**config.mk**
```make
export PLATFORM = sky130hd
export DESIGN_NAME = rng_arbiter
export DESIGN_NICKNAME = d
export VERILOG_FILES = /design/src/rtl/rng_arbiter.sv
export SDC_FILE = /design/constraint.sdc
export NUM_CORES = 1
export LEC_CHECK = 0
export CAP_MARGIN = 20
export CORE_MARGIN = 2
export CORE_UTILIZATION = 50
export CTS_CLUSTER_DIAMETER = 150
export DETAILED_ROUTE_END_ITERATION = 8
export PLACE_DENSITY_LB_ADDON = 0.12
export SLEW_MARGIN = 20
export SYNTH_ARGS = -nofsm -noshare
export SYNTH_HDL_FRONTEND = slang
export SYNTH_SLANG_ARGS = --single-unit
```
**constraint.sdc**
```tcl
create_clock -name clk -period 3.6 [get_ports clk]
set_input_delay 0.9 -clock clk [delete_from_list [all_inputs] [get_ports clk]]
set_output_delay 0.9 -clock clk [all_outputs]
set_load 0.02 [all_outputs]
```
**src/rtl/rng_arbiter.sv**
```systemverilog
// Round-robin arbiter sharing one 4-bit LFSR among NREQ requesters.
// Seeds the LFSR after reset, on software request, and after an all-zero lockup.
module rng_arbiter #(
  parameter int unsigned NREQ     = 4,
  parameter logic [3:0]  DEF_SEED = 4'h1
) (
  input  logic            clk,
  input  logic            rst_n,
  input  logic            seed_we,
  input  logic [3:0]      seed_val,
  input  logic [NREQ-1:0] req,
  output logic [NREQ-1:0] gnt,
  output logic            rnd_valid,
  output logic [3:0]      rnd_data,
  output logic            busy,
  output logic            lockup_err
);

  localparam int unsigned PtrW = (NREQ > 1) ? $clog2(NREQ) : 1;

  if (NREQ < 2 || NREQ > 8) begin : gen_bad_nreq
    $error("rng_arbiter: NREQ must be in 2..8");
  end
  if (DEF_SEED == 4'h0) begin : gen_bad_seed
    $error("rng_arbiter: DEF_SEED must be nonzero");
  end

  typedef enum logic [0:0] {StSeed, StRun} state_e;

  state_e            state_q, state_d;
  logic [3:0]        lfsr_q, lfsr_d;
  logic [3:0]        seed_q, seed_d;
  logic [PtrW-1:0]   rr_ptr_q, rr_ptr_d;
  logic [NREQ-1:0]   gnt_q, gnt_d;
  logic              valid_q, valid_d;
  logic [3:0]        data_q, data_d;
  logic              lock_q, lock_d;

  logic              load;
  logic              win_found;
  logic [PtrW-1:0]   win_idx;
  logic [PtrW-1:0]   win_nxt;

  assign load = (state_q == StSeed);

  always_comb begin
    lfsr_d = load ? seed_q : {lfsr_q[2:0], lfsr_q[3] ^ lfsr_q[2]};
  end

  // First set request searching upward from rr_ptr with wrap-around.
  always_comb begin
    win_found = 1'b0;
    win_idx   = '0;
    for (int unsigned k = 0; k < NREQ; k++) begin
      int unsigned cand;
      cand = (32'(rr_ptr_q) + k) % NREQ;
      if (!win_found && req[cand[PtrW-1:0]]) begin
        win_found = 1'b1;
        win_idx   = cand[PtrW-1:0];
      end
    end
  end

  always_comb begin
    int unsigned nxt;
    nxt     = (32'(win_idx) + 32'd1) % NREQ;
    win_nxt = nxt[PtrW-1:0];
  end

  always_comb begin
    state_d  = state_q;
    seed_d   = seed_q;
    rr_ptr_d = rr_ptr_q;
    gnt_d    = '0;
    valid_d  = 1'b0;
    data_d   = data_q;
    lock_d   = lock_q;
    case (state_q)
      StSeed: begin
        state_d = StRun;
      end
      StRun: begin
        if (lfsr_q == 4'h0) begin
          lock_d  = 1'b1;
          seed_d  = DEF_SEED;
          state_d = StSeed;
        end else if (seed_we) begin
          seed_d  = (seed_val == 4'h0) ? DEF_SEED : seed_val;
          state_d = StSeed;
        end else if (win_found) begin
          gnt_d    = NREQ'(1) << win_idx;
          valid_d  = 1'b1;
          data_d   = lfsr_q;
          rr_ptr_d = win_nxt;
        end
      end
      default: begin
        state_d = StSeed;
      end
    endcase
  end

  always_ff @(posedge clk or negedge rst_n) begin
    if (!rst_n) begin
      state_q  <= StSeed;
      lfsr_q   <= 4'h0;
      seed_q   <= DEF_SEED;
      rr_ptr_q <= '0;
      gnt_q    <= '0;
      valid_q  <= 1'b0;
      data_q   <= 4'h0;
      lock_q   <= 1'b0;
    end else begin
      state_q  <= state_d;
      lfsr_q   <= lfsr_d;
      seed_q   <= seed_d;
      rr_ptr_q <= rr_ptr_d;
      gnt_q    <= gnt_d;
      valid_q  <= valid_d;
      data_q   <= data_d;
      lock_q   <= lock_d;
    end
  end

  assign gnt        = gnt_q;
  assign rnd_valid  = valid_q;
  assign rnd_data   = data_q;
  assign busy       = (state_q != StRun);
  assign lockup_err = lock_q;

  a_gnt_onehot : assert property (@(posedge clk) disable iff (!rst_n) $onehot0(gnt_q));
  a_valid_gnt  : assert property (@(posedge clk) disable iff (!rst_n) valid_q == (|gnt_q));
  a_busy_idle  : assert property (@(posedge clk) disable iff (!rst_n) busy |-> !valid_q);

endmodule

```
; Word-level counts from Yosys, hierarchy flattened
; Index checks and enable logic that the tools add are counted.
[totals]
register_bits = 21
elab_cells = 64
[op_classes]
n_addsub = 4
n_lt_le_gt_ge = 4
shift = 1
n_mux = 31
bitwise = 4
reduce_logical = 12
[ops]
columns = op, count
row1 = two-way mux 4 bit, 8
row2 = two-way mux 1 bit, 14
row3 = "< comparator 2 x 3 -> 1 bit, second input constant", 4
row4 = binary-select mux 1 bit (select 2 bit), 4
row5 = logical NOT 4 bit, 2
row6 = two-way mux 2 bit, 4
row7 = "adder 2 x 1 -> 2 bit, second input constant", 2
row8 = "adder 2 bit, second input constant", 2
row9 = AND reduction 2 bit, 2
row10 = AND reduction 4 bit, 1
row11 = "left shift 1 x 2 -> 4 bit, first input constant", 1
row12 = logical AND 1 bit, 3
row13 = logical NOT 1 bit, 3
row14 = NOT 1 bit, 3
row15 = case mux 1 bit (2 select lines), 1
row16 = nonzero test 2 bit, 1
row17 = bitwise XOR 1 bit, 1

; Longest topological paths before layout
; Gate-level depths: netlist of the first run.
[logic_depth]
depth_word = 17
depth_mapped = 6
ltp_nobuf = 6

; Worst setup path before layout of the first run
; No wires, ideal clock.
[synth_timing]
path_type = input -> register
from = in req[0]
to = reg data_q[0], in the netlist rnd_data[0]
setup_ps = 125
arrival_time_ps = 1725
required_ps = 3475
setup_slack_ps = 1751
stages = 3
n_path_buf = 0
path_cell_list = nor4_1 > nor4_4 > mux2_2
[synth_via]
elab_chain_cells = 13
[synth_lines]
columns = element, line_no
row1 = start: declaration, 11  ; input logic [NREQ-1:0] req,
row2 = binary-select mux 1 bit (select 2 bit), 57  ; if (!win_found && req[cand[PtrW-1:0]]) begin
row3 = two-way mux 1 bit (implied by the code), 57
row4 = two-way mux 1 bit, 57
row5 = logical NOT 1 bit, 57
row6 = logical AND 1 bit, 57
row7 = two-way mux 1 bit, 57
row8 = logical NOT 1 bit, 57
row9 = logical AND 1 bit, 57
row10 = two-way mux 1 bit, 57
row11 = logical NOT 1 bit, 57
row12 = logical AND 1 bit, 57
row13 = two-way mux 1 bit (*), 57
row14 = AND reduction 4 bit (no line) (*), n/a
row15 = end signal: assignment, 120  ; data_q <= data_d;
row16 = end: declaration, 36  ; logic [3:0] data_q, data_d;
; Every way passes the cells marked *; elsewhere a longest branch is shown, timed or not. The select of a mux whose other input is x is not followed.
; A chain may end at the register's enable or synchronous reset.

; Worst setup path after layout of the first run
[layout_timing]
from = reg state_q
to = out busy
[layout_via]
elab_chain_cells = 1
[layout_lines]
columns = element, line_no
row1 = start: declaration, 30  ; state_e state_q, state_d;
row2 = start signal: assignment, 105  ; state_q <= StSeed;
row3 = start signal: assignment, 114  ; state_q <= state_d;
row4 = NOT 1 bit, 128  ; assign busy = (state_q != StRun);
row5 = end: declaration, 15  ; output logic busy,
; Every way passes these cells.

==> results of run 1 <==
worst max-delay path by stage:
stage               startpoint     endpoint  slack [ps]  cells past startpoint
detailed placement      req[0]  rnd_data[2]        1100                      4
global placement        req[0]  rnd_data[3]        1100                      4
CTS                    state_q         busy        1160                      2
floorplan               req[0]  rnd_data[0]        1750                      3
finish                 state_q         busy        1170                      2
global route           state_q         busy        1100                      2
final cells by class:
| class | instances | area share, % |
|---|---|---|
| clock buffer | 3 | 1.991 |
| clock inverter | 1 | 0.6637 |
| inverter | 5 | 1.659 |
| multi-input combinational | 45 | 28.65 |
| sequential | 21 | 46.57 |
| tap | 17 | 1.881 |
| timing repair buffer | 21 | 18.58 |
cell families (layout without fill, tap and decap cells):
logic type	Yosys count	count (layout)	share of synthesized area (%)
buffers and inverters	7	30	3.953
AOI/OAI and AO/OA	15	15	11.30
DFF	21	21	59.46
xor gates and xnor gates	1	1	0.9889
adders and majority gates	1	1	1.412
muxes	8	8	10.03
and+or+nand+nor	20	20	12.85
Yosys cell counts (2+ instances only):
master,instances,area (um2)
dfrtp_1,20,500.5
nor2_1,8,30.03
mux2_2,7,78.83
a21oi_1,5,25.02
inv_1,4,15.01
nand2_1,4,15.01
a22o_1,3,26.28
nand2b_1,2,12.51
nor3_1,2,10.01
nor4_1,2,12.51
o21a_1,2,15.01
cells in the final DEF, fill, tap and decap left out, types with 2 or more instances in the layout:
master,synthesis,layout
a21oi_1,5,5
a22o_1,3,3
clkbuf_4,0,3
clkdlybuf4s50_1,0,21
dfrtp_1,20,20
inv_1,4,4
mux2_2,7,7
nand2_1,4,4
nand2b_1,2,2
nor2_1,8,8
nor3_1,2,2
nor4_1,2,2
o21a_1,2,2
stage by stage:
| step | util, % | std cells |
|---|---|---|
| floorplan | - | 73 |
| global placement | 65.19 | 109 |
| detailed placement | 65.19 | 109 |
| CTS | 66.96 | 113 |
| global route | 66.96 | 113 |
| finish | 66.96 | 113 |
where the power goes:
group	internal [mW]	switching (mW)	leakage (nW)
combinational	0.186	0.163	0.228
clock	0.0423	0.0727	0.0139
sequential	0.332	0.0644	0.255
layer usage:
metal	vias to the layer above	part of all wire [%]	global-route usage (%)
met5	-	0	0
met4	0	0.97	8.571
met3	2	3.3	2.353
met2	15	51	26.94
met1	282	45	19.43
li1	300	-	-
worst max-delay path, cell delays in order, from the launching register on:
cell and delay (ps):
dfrtp_1 500, inv_2 120, clkdlybuf4s50_1 600
sequential cells by signal, indices dropped and copies added (netlist names):
name,cells
rnd_data,4
lfsr_q,4
rnd_valid,1
seed_q,4
state_q,1
rr_ptr_q,2
gnt,4
lockup_err,1
==> results.sh, run 1 <==
export IMPL_status="completed"
export IMPL_holdBufCountCts=0
export IMPL_slew_headroom_pct=40.26
export IMPL_clk_pin_slew_ps=120
export IMPL_skew_ps=1.893
export IMPL_setup_slack_ps=1171
export IMPL_h_tree_depth=1
export IMPL_dieArea_mm2=0.002124
export IMPL_layout_worst_path_cycle_share_pct=67.47
export IMPL_power_density_mw_per_mm2=760.4
export IMPL_grt_overflow_total=0
export IMPL_grt_pass1_wl_um=2394
export IMPL_async_flop_share_pct=100.0
export IMPL_path_class="register to primary output"
export IMPL_rsz0062_at_grt="false"
export IMPL_cts_tree="done"
export IMPL_ios=22
export IMPL_coreArea_mm2=0.001689
export IMPL_crit_fanout=9
export IMPL_peakVddDrop_uv=528.4
export IMPL_rr_startpoint="lfsr_q[2]"
export IMPL_drt_iter0_markers=2
export IMPL_critPathArrivalTime_ps=1530
export IMPL_fmax_mhz=411.7
export IMPL_portBuffers=21
export IMPL_clk_latency_ps=300
export IMPL_cts_root_buf="clkbuf_4"
export IMPL_fin_nets=109
export IMPL_synthFlopType="dfrtp_1"
export IMPL_num_rows=15
export IMPL_setup_viol=0
export IMPL_yosysSeqAreaShare_pct=59.46
export IMPL_worstReg2RegEnd="rnd_data[2]"
export IMPL_whs_path_depth=1
export IMPL_cts_resized=0
export IMPL_crit_path_start_kind="register"
export IMPL_ys_warn_count=0
export IMPL_regArea_um2=526.8
export IMPL_fill_cells=133
export IMPL_multi_input_area_um2=324.1
export IMPL_ant_nets=0
export IMPL_drive_gt1_share_pct=16.67
export IMPL_fin_crit_ps=2429
export IMPL_p_total_mw=0.8601
export IMPL_endpoint_kind="primary output"
export IMPL_grt_usage_pct=15.94
export IMPL_syn_cell_area_um2=885.9
export IMPL_post_cts_buffers=0
export IMPL_grt_start_max_net_pins=22
export IMPL_min_delay_start="lockup_err"
export IMPL_synth_seq_cells=21
export IMPL_start_util_pct=52.44
export IMPL_grt_pass1_vias=600
export IMPL_hold_class="register to register"
export IMPL_syn2layout_area_growth_pct=27.68
export IMPL_synth_edff_count=0
export IMPL_dpl_cell_area_mm2=0.001101
export IMPL_antenna_found_initial=0
export IMPL_synthDistinctLibCells=25
export IMPL_wirelength_um=1444
export IMPL_vias=599
export IMPL_die_width_um=46.09
export IMPL_num_antenna_cells=0
export IMPL_whs_ps=474.7
export IMPL_synth_nets=85
export IMPL_routedWlPerCell_um=12.78
export IMPL_place_gp_congestion=0.6979
export IMPL_hold_viol_final=0
export IMPL_p_leak_nw=0.4960
export IMPL_cts_buffers=3
export IMPL_dpl_hpwl_um=1110
export IMPL_synthCells=73
export IMPL_worst_slew_pin_slew_ps=893.3
export IMPL_syn_avg_cell_area_um2=12.13
export IMPL_slew_viol_final=0
export IMPL_final_area_mm2=0.001131
export IMPL_tns_ps=0
export IMPL_numClockSinks=21
export IMPL_required_ps=2700
export IMPL_dpl_worst_slack_ps=1097
export IMPL_rrSetupSlack_ps=1810
export IMPL_drc_errors=0
export IMPL_die_h_um=46.09
export IMPL_cts_buffer_depth=2
export IMPL_cap_violations=0
export IMPL_viasPerCell=5.301
export IMPL_worstRegToRegCells=5
export IMPL_dr_pass1_iters=3
export IMPL_hold_end="lockup_err"
(Power assumes the default switching activity.)
==> inputs of run 2 (changes only) <==
--- a/config.mk
+++ b/config.mk
@@ -7,7 +7,7 @@
 export LEC_CHECK = 0
 export CAP_MARGIN = 20
 export CORE_MARGIN = 2
-export CORE_UTILIZATION = 50
+export CORE_UTILIZATION = 42
 export CTS_CLUSTER_DIAMETER = 150
 export DETAILED_ROUTE_END_ITERATION = 8
 export PLACE_DENSITY_LB_ADDON = 0.12
==> constraint.sdc (replaced) <==
create_clock -name clk -period 2.05 [get_ports clk]
set_input_delay 0.5125 -clock clk [delete_from_list [all_inputs] [get_ports clk]]
set_output_delay 0.5125 -clock clk [all_outputs]
set_load 0.02 [all_outputs]
==> results.sh, run 2 (synthesis results as in run 1) <==
export IMPL_syn2layout_area_growth_pct=32.49
export IMPL_cts_tree="done"
export IMPL_ant_nets=0
export IMPL_portBuffers=21
export IMPL_dieArea_mm2=0.002493
export IMPL_holdBufCountCts=0
export IMPL_fin_crit_ps=1781
export IMPL_worstRegToRegCells=5
export IMPL_fill_cells=170
export IMPL_critPathTopFamily="buffers and inverters"
export IMPL_power_density_mw_per_mm2=1297
export IMPL_slew_headroom_pct=64.06
export IMPL_cts_buffers=3
export IMPL_grt_start_max_net_pins=22
export IMPL_drive_gt1_share_pct=20.00
export IMPL_slew_viol_final=0
export IMPL_hold_viol_final=0
export IMPL_slowest_delay_ps=600
export IMPL_final_common_cell="clkdlybuf4s50_1"
export IMPL_status="completed"
export IMPL_setup_viol=0
export IMPL_hold_class="register to register"
export IMPL_numClockSinks=21
export IMPL_dr_pass1_iters=3
export IMPL_critPathArrivalTime_ps=1270
export IMPL_fmax_mhz=561.5
export IMPL_skew_ps=2.210
export IMPL_required_ps=1540
export IMPL_multi_input_area_um2=324.1
export IMPL_die_h_um=49.93
export IMPL_peakVddDrop_uv=817.5
export IMPL_viasPerCell=4.945
export IMPL_layout_worst_path_cycle_share_pct=86.87
export IMPL_routedWlPerCell_um=11.91
export IMPL_endpoint_kind="primary output"
export IMPL_start_util_pct=44.70
export IMPL_p_leak_nw=0.5276
export IMPL_whs_path_depth=2
export IMPL_cts_buffer_depth=2
export IMPL_coreArea_mm2=0.001982
export IMPL_fin_nets=113
export IMPL_grt_usage_pct=14.02
export IMPL_antenna_found_initial=0
export IMPL_vias=628
export IMPL_crit_path_start_kind="register"
export IMPL_final_cell_mix="clkdlybuf4s50_1 (20), dfrtp_1 (19), nor2_1 (8), mux2_2 (7), a21oi_1 (5)"
export IMPL_place_gp_congestion=0.7648
export IMPL_critical_path_cell_count=1
export IMPL_drc_errors=0
export IMPL_drt_iter0_markers=4
export IMPL_path_class="register to primary output"
export IMPL_p_total_mw=1.522
export IMPL_crit_fanout=2
export IMPL_regArea_um2=528.0
export IMPL_num_rows=16
export IMPL_grt_overflow_total=0
export IMPL_cap_violations=0
export IMPL_grt_pass1_wl_um=2525
export IMPL_ios=22
export IMPL_whs_ps=476.1
export IMPL_cts_root_buf="clkbuf_4"
export IMPL_dpl_hpwl_um=1165
export IMPL_clk_pin_slew_ps=100
export IMPL_crit_chain="clkdlybuf4s50_1"
export IMPL_die_width_um=49.93
export IMPL_num_antenna_cells=0
export IMPL_h_tree_depth=1
export IMPL_clk_latency_ps=290
export IMPL_wirelength_um=1513
export IMPL_cp_slowest_cell="clkdlybuf4s50_1"
export IMPL_rsz0062_at_grt="false"
export IMPL_worst_path_buf_inv=1
export IMPL_worst_slew_pin_slew_ps=535.1
export IMPL_grt_pass1_vias=605
-- run 2: metal layers --
metal | GRT usage, % | up-vias | share of wire [%]
met5 | 0 | - | 0
met4 | 6.944 | 0 | 0.73
met3 | 3.939 | 2 | 4.2
met2 | 25.11 | 18 | 51
met1 | 14.90 | 302 | 44
li1 | - | 306 | -
-- run 2: final timing paths --
path	start	to	slack, ps
max in group asynchronous	rst_n	seed_q[0]	1230
min	seed_q[0]	seed_q[0]	480
max	rnd_data[0]	rnd_data[0]	270
min reg2reg	seed_q[0]	seed_q[0]	480
min in group asynchronous	rst_n	gnt[0]	550
max reg2reg	lfsr_q[2]	rnd_data[0]	270
-- run 2: stage by stage --
step	area (um2)	setup slack [ps]	TNS [ps]	utilization [%]	cells
after floorplan	885.9	411.7	0	-	73
after CTS	1171	32.81	0	59.09	127
after global placement	1144	-2.003	-4.197	57.70	123
final	1174	269.1	0	59.22	127
after global routing	1174	170.9	0	59.22	127
after detailed placement	1144	-31.15	-168.8	57.70	123
-- run 2: area by class of cell --
cell class              instances  area share [%]
multi-input cells              45           27.61
repair buffers                 25           20.68
inverters                       5           1.599
clock buffers                   4           2.239
well taps                      27           2.878
flip-flops and latches         21           44.99
-- run 2: timing repair --
item | 4_1_cts | 5_1_grt
gates resized for setup | 1 | 1
endpoints found under the setup margin | 1 | 1
setup buffers | 0 | 0
-- run 2: worst register-to-register path, stage by stage (launching register included) --
cell and delay [ps]:
dfrtp_1 380, inv_1 50, ha_1 180, nor3b_2 190
nor4_4 490, mux2_2 390
-- run 2: power by group --
| part | internal [mW] | switching [mW] |
|---|---|---|
| Sequential | 0.585 | 0.122 |
| Combinational | 0.336 | 0.287 |
| Clock | 0.0758 | 0.115 |
| Total | 0.997 | 0.525 |
==> inputs of run 3 (changes only) <==
--- a/config.mk
+++ b/config.mk
@@ -6,7 +6,7 @@
 export NUM_CORES = 1
 export LEC_CHECK = 0
 export CAP_MARGIN = 20
-export CORE_MARGIN = 2
+export CORE_MARGIN = 4
 export CORE_UTILIZATION = 42
 export CTS_CLUSTER_DIAMETER = 150
 export DETAILED_ROUTE_END_ITERATION = 8
==> results.sh, run 3 (synthesis results as in run 1) <==
export IMPL_status="completed"
export IMPL_grt_pass1_vias=643
export IMPL_fin_crit_ps=1801
export IMPL_whs_ps=469.3
export IMPL_vias=642
export IMPL_switching_share_pct=33.92
export IMPL_grt_usage_pct=12.76
export IMPL_antenna_found_initial=0
export IMPL_worst_slew_pin_slew_ps=510.3
export IMPL_endpoint_kind="register"
export IMPL_fin_nets=115
export IMPL_h_tree_depth=1
export IMPL_crit_fanout=5
export IMPL_regArea_um2=528.0
export IMPL_dieArea_mm2=0.002908
export IMPL_portBuffers=21
export IMPL_clk_pin_slew_ps=110
export IMPL_cts_tree="done"
export IMPL_place_gp_congestion=0.6615
export IMPL_num_rows=16
export IMPL_holdBufCountCts=0
export IMPL_dpl_cell_area_mm2=0.001159
export IMPL_dr_pass1_iters=4
export IMPL_crit_path_start_kind="input port"
export IMPL_path_class="input port to register"
export IMPL_ant_nets=0
export IMPL_fill_cells=163
export IMPL_num_antenna_cells=0
export IMPL_required_ps=2240
export IMPL_final_common_cell="clkdlybuf4s50_1"
export IMPL_layout_worst_path_cycle_share_pct=87.88
export IMPL_wirelength_um=1478
export IMPL_coreArea_mm2=0.001982
export IMPL_slew_headroom_pct=65.66
export IMPL_multi_input_area_um2=324.1
export IMPL_setup_viol=0
export IMPL_p_leak_nw=0.5406
export IMPL_p_comb_share_pct=41.8
export IMPL_final_area_mm2=0.001190
export IMPL_die_h_um=53.93
export IMPL_die_width_um=53.93
export IMPL_skew_ps=2.978
export IMPL_power_density_mw_per_mm2=1281
export IMPL_ios=22
export IMPL_dpl_hpwl_um=1165
export IMPL_grt_start_max_net_pins=22
export IMPL_hold_viol_final=0
export IMPL_rsz0062_at_grt="false"
export IMPL_cts_root_buf="clkbuf_4"
export IMPL_drive_gt1_share_pct=22.55
export IMPL_syn2layout_area_growth_pct=34.32
export IMPL_clk_latency_ps=290
export IMPL_pwr_share_clk_pct=12.4
export IMPL_hold_class="register to register"
export IMPL_grt_overflow_total=0
export IMPL_drc_errors=0
export IMPL_peakVddDrop_uv=776.0
export IMPL_start_util_pct=44.70
export IMPL_routedWlPerCell_um=11.46
export IMPL_dpl_worst_slack_ps=-86.99
export IMPL_slew_viol_final=0
export IMPL_cap_violations=0
export IMPL_critPathArrivalTime_ps=1990
export IMPL_grt_pass1_wl_um=2615
export IMPL_final_cell_mix="clkdlybuf4s50_1 (20), dfrtp_1 (19), nor2_1 (8), mux2_2 (7), buf_4 (6)"
export IMPL_cts_buffers=3
export IMPL_numClockSinks=21
export IMPL_p_switching_mw=0.5171
export IMPL_viasPerCell=4.977
export IMPL_p_int_mw=1.007
export IMPL_post_cts_buffers=0
export IMPL_setup_slack_ps=248.5
export IMPL_seq_power_share_pct=45.8
export IMPL_drt_iter0_markers=3
export IMPL_fmax_mhz=555.1
export IMPL_cts_buffer_depth=2
-- run 3: final cells by class --
cell class,count,share of cell area (%)
Clock inverter,1,0.4206
Clock buffer,3,1.893
Tap cell,27,2.839
Timing Repair Buffer,27,21.66
Inverter,5,1.577
Sequential cell,21,44.37
Multi-Input combinational cell,45,27.23
-- run 3: final timing paths --
| kind | from | end | slack [ps] | depth (start not counted) |
|---|---|---|---|---|
| min in group asynchronous | rst_n | gnt[1] | 550 | 2 |
| max in group asynchronous | rst_n | seed_q[0] | 1240 | 2 |
| worst max register to register | lfsr_q[2] | rnd_data[2] | 420 | 6 |
| worst max-delay path | req[0] | rnd_data[2] | 250 | 5 |
| worst min register to register | lockup_err | lockup_err | 470 | 1 |
| worst min-delay path | lockup_err | lockup_err | 470 | 1 |
-- run 3: through the flow --
| step | utilization (%) | power [mW] | std cells | setup TNS, ps |
|---|---|---|---|---|
| floorplan | - | 1.111 | 73 | 0 |
| global placement | 58.46 | 1.350 | 125 | -117.9 |
| detailed placement | 58.46 | 1.359 | 125 | -403.0 |
| CTS | 59.91 | 1.551 | 129 | 0 |
| global route | 60.04 | 1.647 | 129 | 0 |
| finish | 60.04 | 1.525 | 129 | 0 |
-- run 3: routing by layer --
metal  track usage (%)  vias to the layer above  share of wire [%]  wire length, um
met1             14.26                      307                 41              600
met4             7.660                        0                1.4               20
met3             3.324                        2                7.0              103
li1                  -                      318                  -                -
met5                 0                        -                  0                0
met2             21.57                       15                 51              754
-- run 3: critical path: stages --
cell and delay (ps):
clkdlybuf4s50_1 470, nor4_1 520, nor4_4 60, buf_4 160
mux2_2 260
-- run 3: repair_timing --
item                       4_1_cts  5_1_grt
resized for setup                1        1
pin swaps                        0        0
setup endpoints to repair        1        1
-- run 3: power groups by stage --
stage / clock network, mW / registers, mW / logic, mW
floorplan: 0 / 0.731 / 0.380
global placement: 0 / 0.708 / 0.642
detailed placement: 0 / 0.708 / 0.650
CTS: 0.197 / 0.701 / 0.653
global route: 0.218 / 0.722 / 0.706
finish: 0.189 / 0.698 / 0.637
==> patch 1: new RTL, config.mk and constraints of run 3 <==
Take the reset off `lfsr_q` and `data_q` and load them in a clocked block of their own.
--- a/src/rtl/rng_arbiter.sv
+++ b/src/rtl/rng_arbiter.sv
@@ -103,23 +103,24 @@
   always_ff @(posedge clk or negedge rst_n) begin
     if (!rst_n) begin
       state_q  <= StSeed;
-      lfsr_q   <= 4'h0;
       seed_q   <= DEF_SEED;
       rr_ptr_q <= '0;
       gnt_q    <= '0;
       valid_q  <= 1'b0;
-      data_q   <= 4'h0;
       lock_q   <= 1'b0;
     end else begin
       state_q  <= state_d;
-      lfsr_q   <= lfsr_d;
       seed_q   <= seed_d;
       rr_ptr_q <= rr_ptr_d;
       gnt_q    <= gnt_d;
       valid_q  <= valid_d;
-      data_q   <= data_d;
       lock_q   <= lock_d;
     end
+  end
+
+  always_ff @(posedge clk) begin
+    lfsr_q <= lfsr_d;
+    data_q <= data_d;
   end
 
   assign gnt        = gnt_q;
Behaviour: differs if rst_n is asserted again (counterexample within 4 cycles, from zero or initial values and one cycle with rst_n low); with rst_n held inactive, the same outputs for 4 cycles.
==> patch 1 against run 3 <==
  * Design area down 3.2%
  * Wire length up 0.41%
  * Synthesized area down 1.4%
  * First-iteration DRC count up 33%
  * Sequential cell count unchanged
  * Setup slack better by 21 ps
  * Clock power up 3%
  * Power down 2.2%
  * Sequential power up 3.4%
  * Highest routed layer unchanged
  * Count of clock-buffer cells in the layout unchanged
  * Largest power group unchanged
  * Largest cell class unchanged
  * Hold slack worse by 25 ps
  * Combinational power down 9.7%
==> patch 1: results (changes against run 3) <==
** Power
- Power after layout :: 1491 uW (-2.2%)
- The switching power of the nets is 510.8 uW (-1.2%).
- Clock group :: 195 uW (+3%)
- Leakage power summed over all cells :: 0.0004906 uW (-9.2%)
- Seq power :: 722 uW (+3.4%)

** Place
- The area after detailed placement was 1121 um^2 (-3.2%).
- The final weighted congestion in routability-driven placement was 0.7105 (+7.4%).
- HPWL after detailed placement :: 1.191 mm (+2.2%)
- Dpl cells :: 119 (-4.8%)

** Cells and area
- Portion of the layout cell area used by non-clock buffers :: 0.2041 (-0.01249)
- The count of multi-input gates came to 42 (-6.7%).
- Sequential portion of the cell area :: 0.4582 (+0.01445)
- Fraction of area in clock buffers and inverters :: 0.02389 (+0.0007534)
- Layout cell share with drive strength beyond 1 :: 0.1875 (-0.03799)
- The number of nets in the finished design came to 109 (-5.2%).
- Share of cell area taken by multi-input logic gates :: 0.2682 (-0.004160)
- The fill cell instance count of the final layout was 186 (+14%).

** GRT
- The total routing resource utilization after global routing is 0.1295 (+0.001853).

** Outcome
- Outcome :: completed

** Logic synthesis
- Netlist cell types :: 29 (+16%)
- Sorting the synthesized cells by area gives the leading types as sky130_fd_sc_hd__dfrtp_1 34%, sky130_fd_sc_hd__edfxtp_1 14%, sky130_fd_sc_hd__dfxtp_1 9.2%.
- Sequential-to-total area share from yosys stat :: 0.6032 (+0.008519)

** STA
- The final worst hold slack is 444.0 ps (-25.25 ps).
- Tightest Pin Transition :: 574.0 ps (+63.72 ps)

** Worst setup path
- The biggest cell delay along the critical path was 610 ps (+90 ps).
- Origin of the worst setup path :: lockup_err
- Worst EP arrival :: 1270 ps (-720 ps)
- R2R setup slack :: 380 ps (-40 ps)

** Routing
- First-iteration detailed-routing DRC count :: 4 (+1)

** Hold path
- In this run the most critical hold path is launched from lfsr_q[3].
patch 1: cell types whose count changed after synthesis, sizes merged:
cell | before | now
clkbuf | 1 | 0
buf | 1 | 2
mux2 | 7 | 3
dfxtp | 0 | 4
nor4 | 3 | 4
edfxtp | 0 | 4
dfrtp | 20 | 12
patch 1: kinds of logic (layout without fill, tap and decap cells):
family	count (synthesis)	count (layout)	share of synthesized area
flip-flops	21	21	0.6032
XOR/XNOR	1	1	0.01003
AND/OR/NAND/NOR	21	21	0.1647
multiplexers	4	4	0.05014
buffers and inverters	7	33	0.04297
adder cells (fa/ha/maj)	1	1	0.01432
AO/OA/AOI/OAI	15	15	0.1146
patch 1: routing by layer:
layer | GRT usage | wire, um | share of wire
met1 | 0.1451 | 603 | 0.41
met5 | 0 | 0 | 0
met3 | 0.02493 | 79 | 0.053
met2 | 0.2265 | 788 | 0.53
met4 | 0.07660 | 13 | 0.0088
==> patch 2: new RTL, flow settings as in run 3 <==
Made on the original files. Change the parameter `NREQ` from 4 to 8. Comments in the files are not updated.
--- a/src/rtl/rng_arbiter.sv
+++ b/src/rtl/rng_arbiter.sv
@@ -1,7 +1,7 @@
 // Round-robin arbiter sharing one 4-bit LFSR among NREQ requesters.
 // Seeds the LFSR after reset, on software request, and after an all-zero lockup.
 module rng_arbiter #(
-  parameter int unsigned NREQ     = 4,
+  parameter int unsigned NREQ     = 8,
   parameter logic [3:0]  DEF_SEED = 4'h1
 ) (
   input  logic            clk,
Interface: changed (resized gnt and req); port bits go from 22 to 30. No check against the original RTL was run, so the function may have changed too.
==> patch 2 against run 3 <==
  * The flow now finishes with violations (negative setup slack)
  * Cell count rose to 3.0 times the old value
  * Synthesized area up 140%
  * Non-clock buffer count rose by 78
  * Wire length rose to 4.2 times the old value
  * Design area grew to 2.8 times the old value
  * Setup slack got worse by 1100 ps
  * Sequential cell count grew 5
Power is left out: the tool's default activity adds up to more than one toggle a clock period on the data nets, which glitch-free logic cannot reach.
==> patch 2: results (changes against run 3) <==
** STA
- The final setup slack of the worst path is -894.0 ps (-1143 ps).
- Tightest Pin Transition :: 563.3 ps (+52.94 ps)
- The worst clock skew was 4.852 ps (+1.875 ps).
- The count of final setup violators came to 16 (+16).

** Logic synthesis
- Mapped cell area :: 2086 um^2 (+140%)
- By count the netlist is led by 32 x sky130_fd_sc_hd__nand2_1, 25 x sky130_fd_sc_hd__dfrtp_1, 19 x sky130_fd_sc_hd__nor2_1.
- By area the synthesized netlist is led by sky130_fd_sc_hd__dfrtp_1 30%, sky130_fd_sc_hd__mux4_2 8.6%, sky130_fd_sc_hd__mux2_2 7.6%.
- Synthesized instance count :: 218 (+200%)
- Sequential-to-total area share from yosys stat :: 0.3125 (-0.2821)
- Dominant cell by count in the synthesized netlist :: sky130_fd_sc_hd__nand2_1
- Nets in the synthesized netlist :: 241 (+180%)
- Netlist cell types :: 52 (+110%)

** GRT
- Total routing usage reported by global routing :: 0.2145 (+0.08688)
- Vias in the first global route :: 2042 (+220%)
- Met3 GRT Util :: 0.02752 (-0.005718)
- The global-route wire length before repair came to 10.41 mm (+300%).
- The met1 layer usage reported by global route came to 0.2976 (+0.1550).
- The maximum number of pins on one net before global-route repair was 27 (+23%).
- Met2 usage in global routing :: 0.3622 (+0.1464)

** Place
- Last weighted congestion value of the routability-driven placer :: 0.9105 (+38%)
- The count of input and output buffers is 29 (+38%).
- HPWL after detailed placement :: 4.414 mm (+280%)
- The cell count after placement is 363 (+190%).

** Clock network
- The root buffer cell chosen for the clock tree is sky130_fd_sc_hd__clkbuf_8.
- The clock latency on the worst-skew pair is 270 ps (-20 ps).
- Clock-pin slew on the worst setup and hold paths :: 80 ps (-30 ps)

** Routing
- The total wire length after detailed routing is 6.201 mm (+320%).
- The via count came to 2061 (+220%).
- First-iteration detailed-routing DRC count :: 141 (+138)

** Cells and area
- Layout cell share with drive strength beyond 1 :: 0.4905 (+0.2650)
- Final #Nets :: 340 (+200%)

** Worst setup path
- Biggest fanout along the worst timing path :: 7 (+2)
- Worst EP arrival :: 3140 ps (+1150 ps)
- Stage delay of the slowest cell on the critical path :: 540 ps (+20 ps)
- Among all stages on the critical path, the largest delay is contributed by sky130_fd_sc_hd__mux4_2.

** Outcome
- Failing checks :: negative setup slack
- The flow ran to the end, but the final reports show violations.

** Hold path
- In this run the worst hold path is classified as flip-flop to flip-flop.
patch 2: cell types whose count changed after synthesis, moves of 4 or more:
cell,run 3,this run
sky130_fd_sc_hd__a31oi_1,0,5
sky130_fd_sc_hd__buf_2,0,4
sky130_fd_sc_hd__dfrtp_1,20,25
sky130_fd_sc_hd__ha_1,1,8
sky130_fd_sc_hd__inv_1,4,9
sky130_fd_sc_hd__mux2_2,7,14
sky130_fd_sc_hd__mux2i_1,1,11
sky130_fd_sc_hd__mux4_2,0,8
sky130_fd_sc_hd__nand2_1,4,32
sky130_fd_sc_hd__nand3_1,0,5
sky130_fd_sc_hd__nor2_1,8,19
sky130_fd_sc_hd__o21ai_0,1,11
patch 2: cell type report:
type | instances | area [um^2]
Timing Repair Buffer | 105 | 925.9
Fill cell | 387 | 1396
Multi-Input combinational cell | 169 | 1582
Clock buffer | 4 | 55.05
Inverter | 11 | 52.55
Timing Repair inverter | 1 | 6.256
Tap cell | 67 | 83.83
Sequential cell | 26 | 653.1
patch 2: critical path: cells and delay by family (launching register included):
family | cells | cell delay [ps]
multiplexers | 2 | 730
adder cells (fa/ha/maj) | 3 | 710
AO/OA/AOI/OAI | 4 | 480
flip-flops | 1 | 460
buffers and inverters | 3 | 310
AND/OR/NAND/NOR | 2 | 180
patch 2: kinds of logic after synthesis:
group	synth area share
AOI/OAI and AO/OA	0.1656
xor gates and xnor gates	0.008400
adders and majority gates	0.04799
buffers and inverters	0.06058
DFF	0.3125
muxes	0.2471
and+or+nand+nor	0.1578
patch 2: path summary, 6_finish.rpt:
kind | start | endpoint | slack (ps) | depth (start not counted)
worst max-delay path | rr_ptr_q[0] | rr_ptr_q[2] | -890 | 14
worst min-delay path | lockup_err | lockup_err | 460 | 1
min in group asynchronous | rst_n | rnd_data[3] | 610 | 2
max in group asynchronous | rst_n | seed_q[0] | 1150 | 2
worst max register to register | rr_ptr_q[0] | rr_ptr_q[2] | -890 | 14
worst min register to register | lockup_err | lockup_err | 460 | 1
patch 2: routing by layer:
layer	routed length, um	part of all wire
met4	24	0.0039
met2	3024	0.49
met3	316	0.051
met1	2835	0.46
met5	0	0
patch 2: metrics by stage:
stage	cell area (um^2)	hold slack [ps]	util	TNS (ps)	setup slack [ps]
floorplan	2197	216.9	-	-9980	-866.7
CTS	3326	470.4	0.6995	-11250	-830.4
global route	3358	491.1	0.7063	-13320	-961.5
finish	3358	462.2	0.7063	-11870	-894.0
global placement	2938	442.7	0.6179	-17340	-1288
detailed placement	2938	443.1	0.6179	-17870	-1373
patch 2: repair_timing:
action / in CTS / in global routing
hold buffers: 0 / 0
setup buffers: 12 / 2
gates resized for setup: 58 / 8
endpoints found under the setup margin: 16 / 16
cloned: 2 / 0
pin swaps: 13 / 8
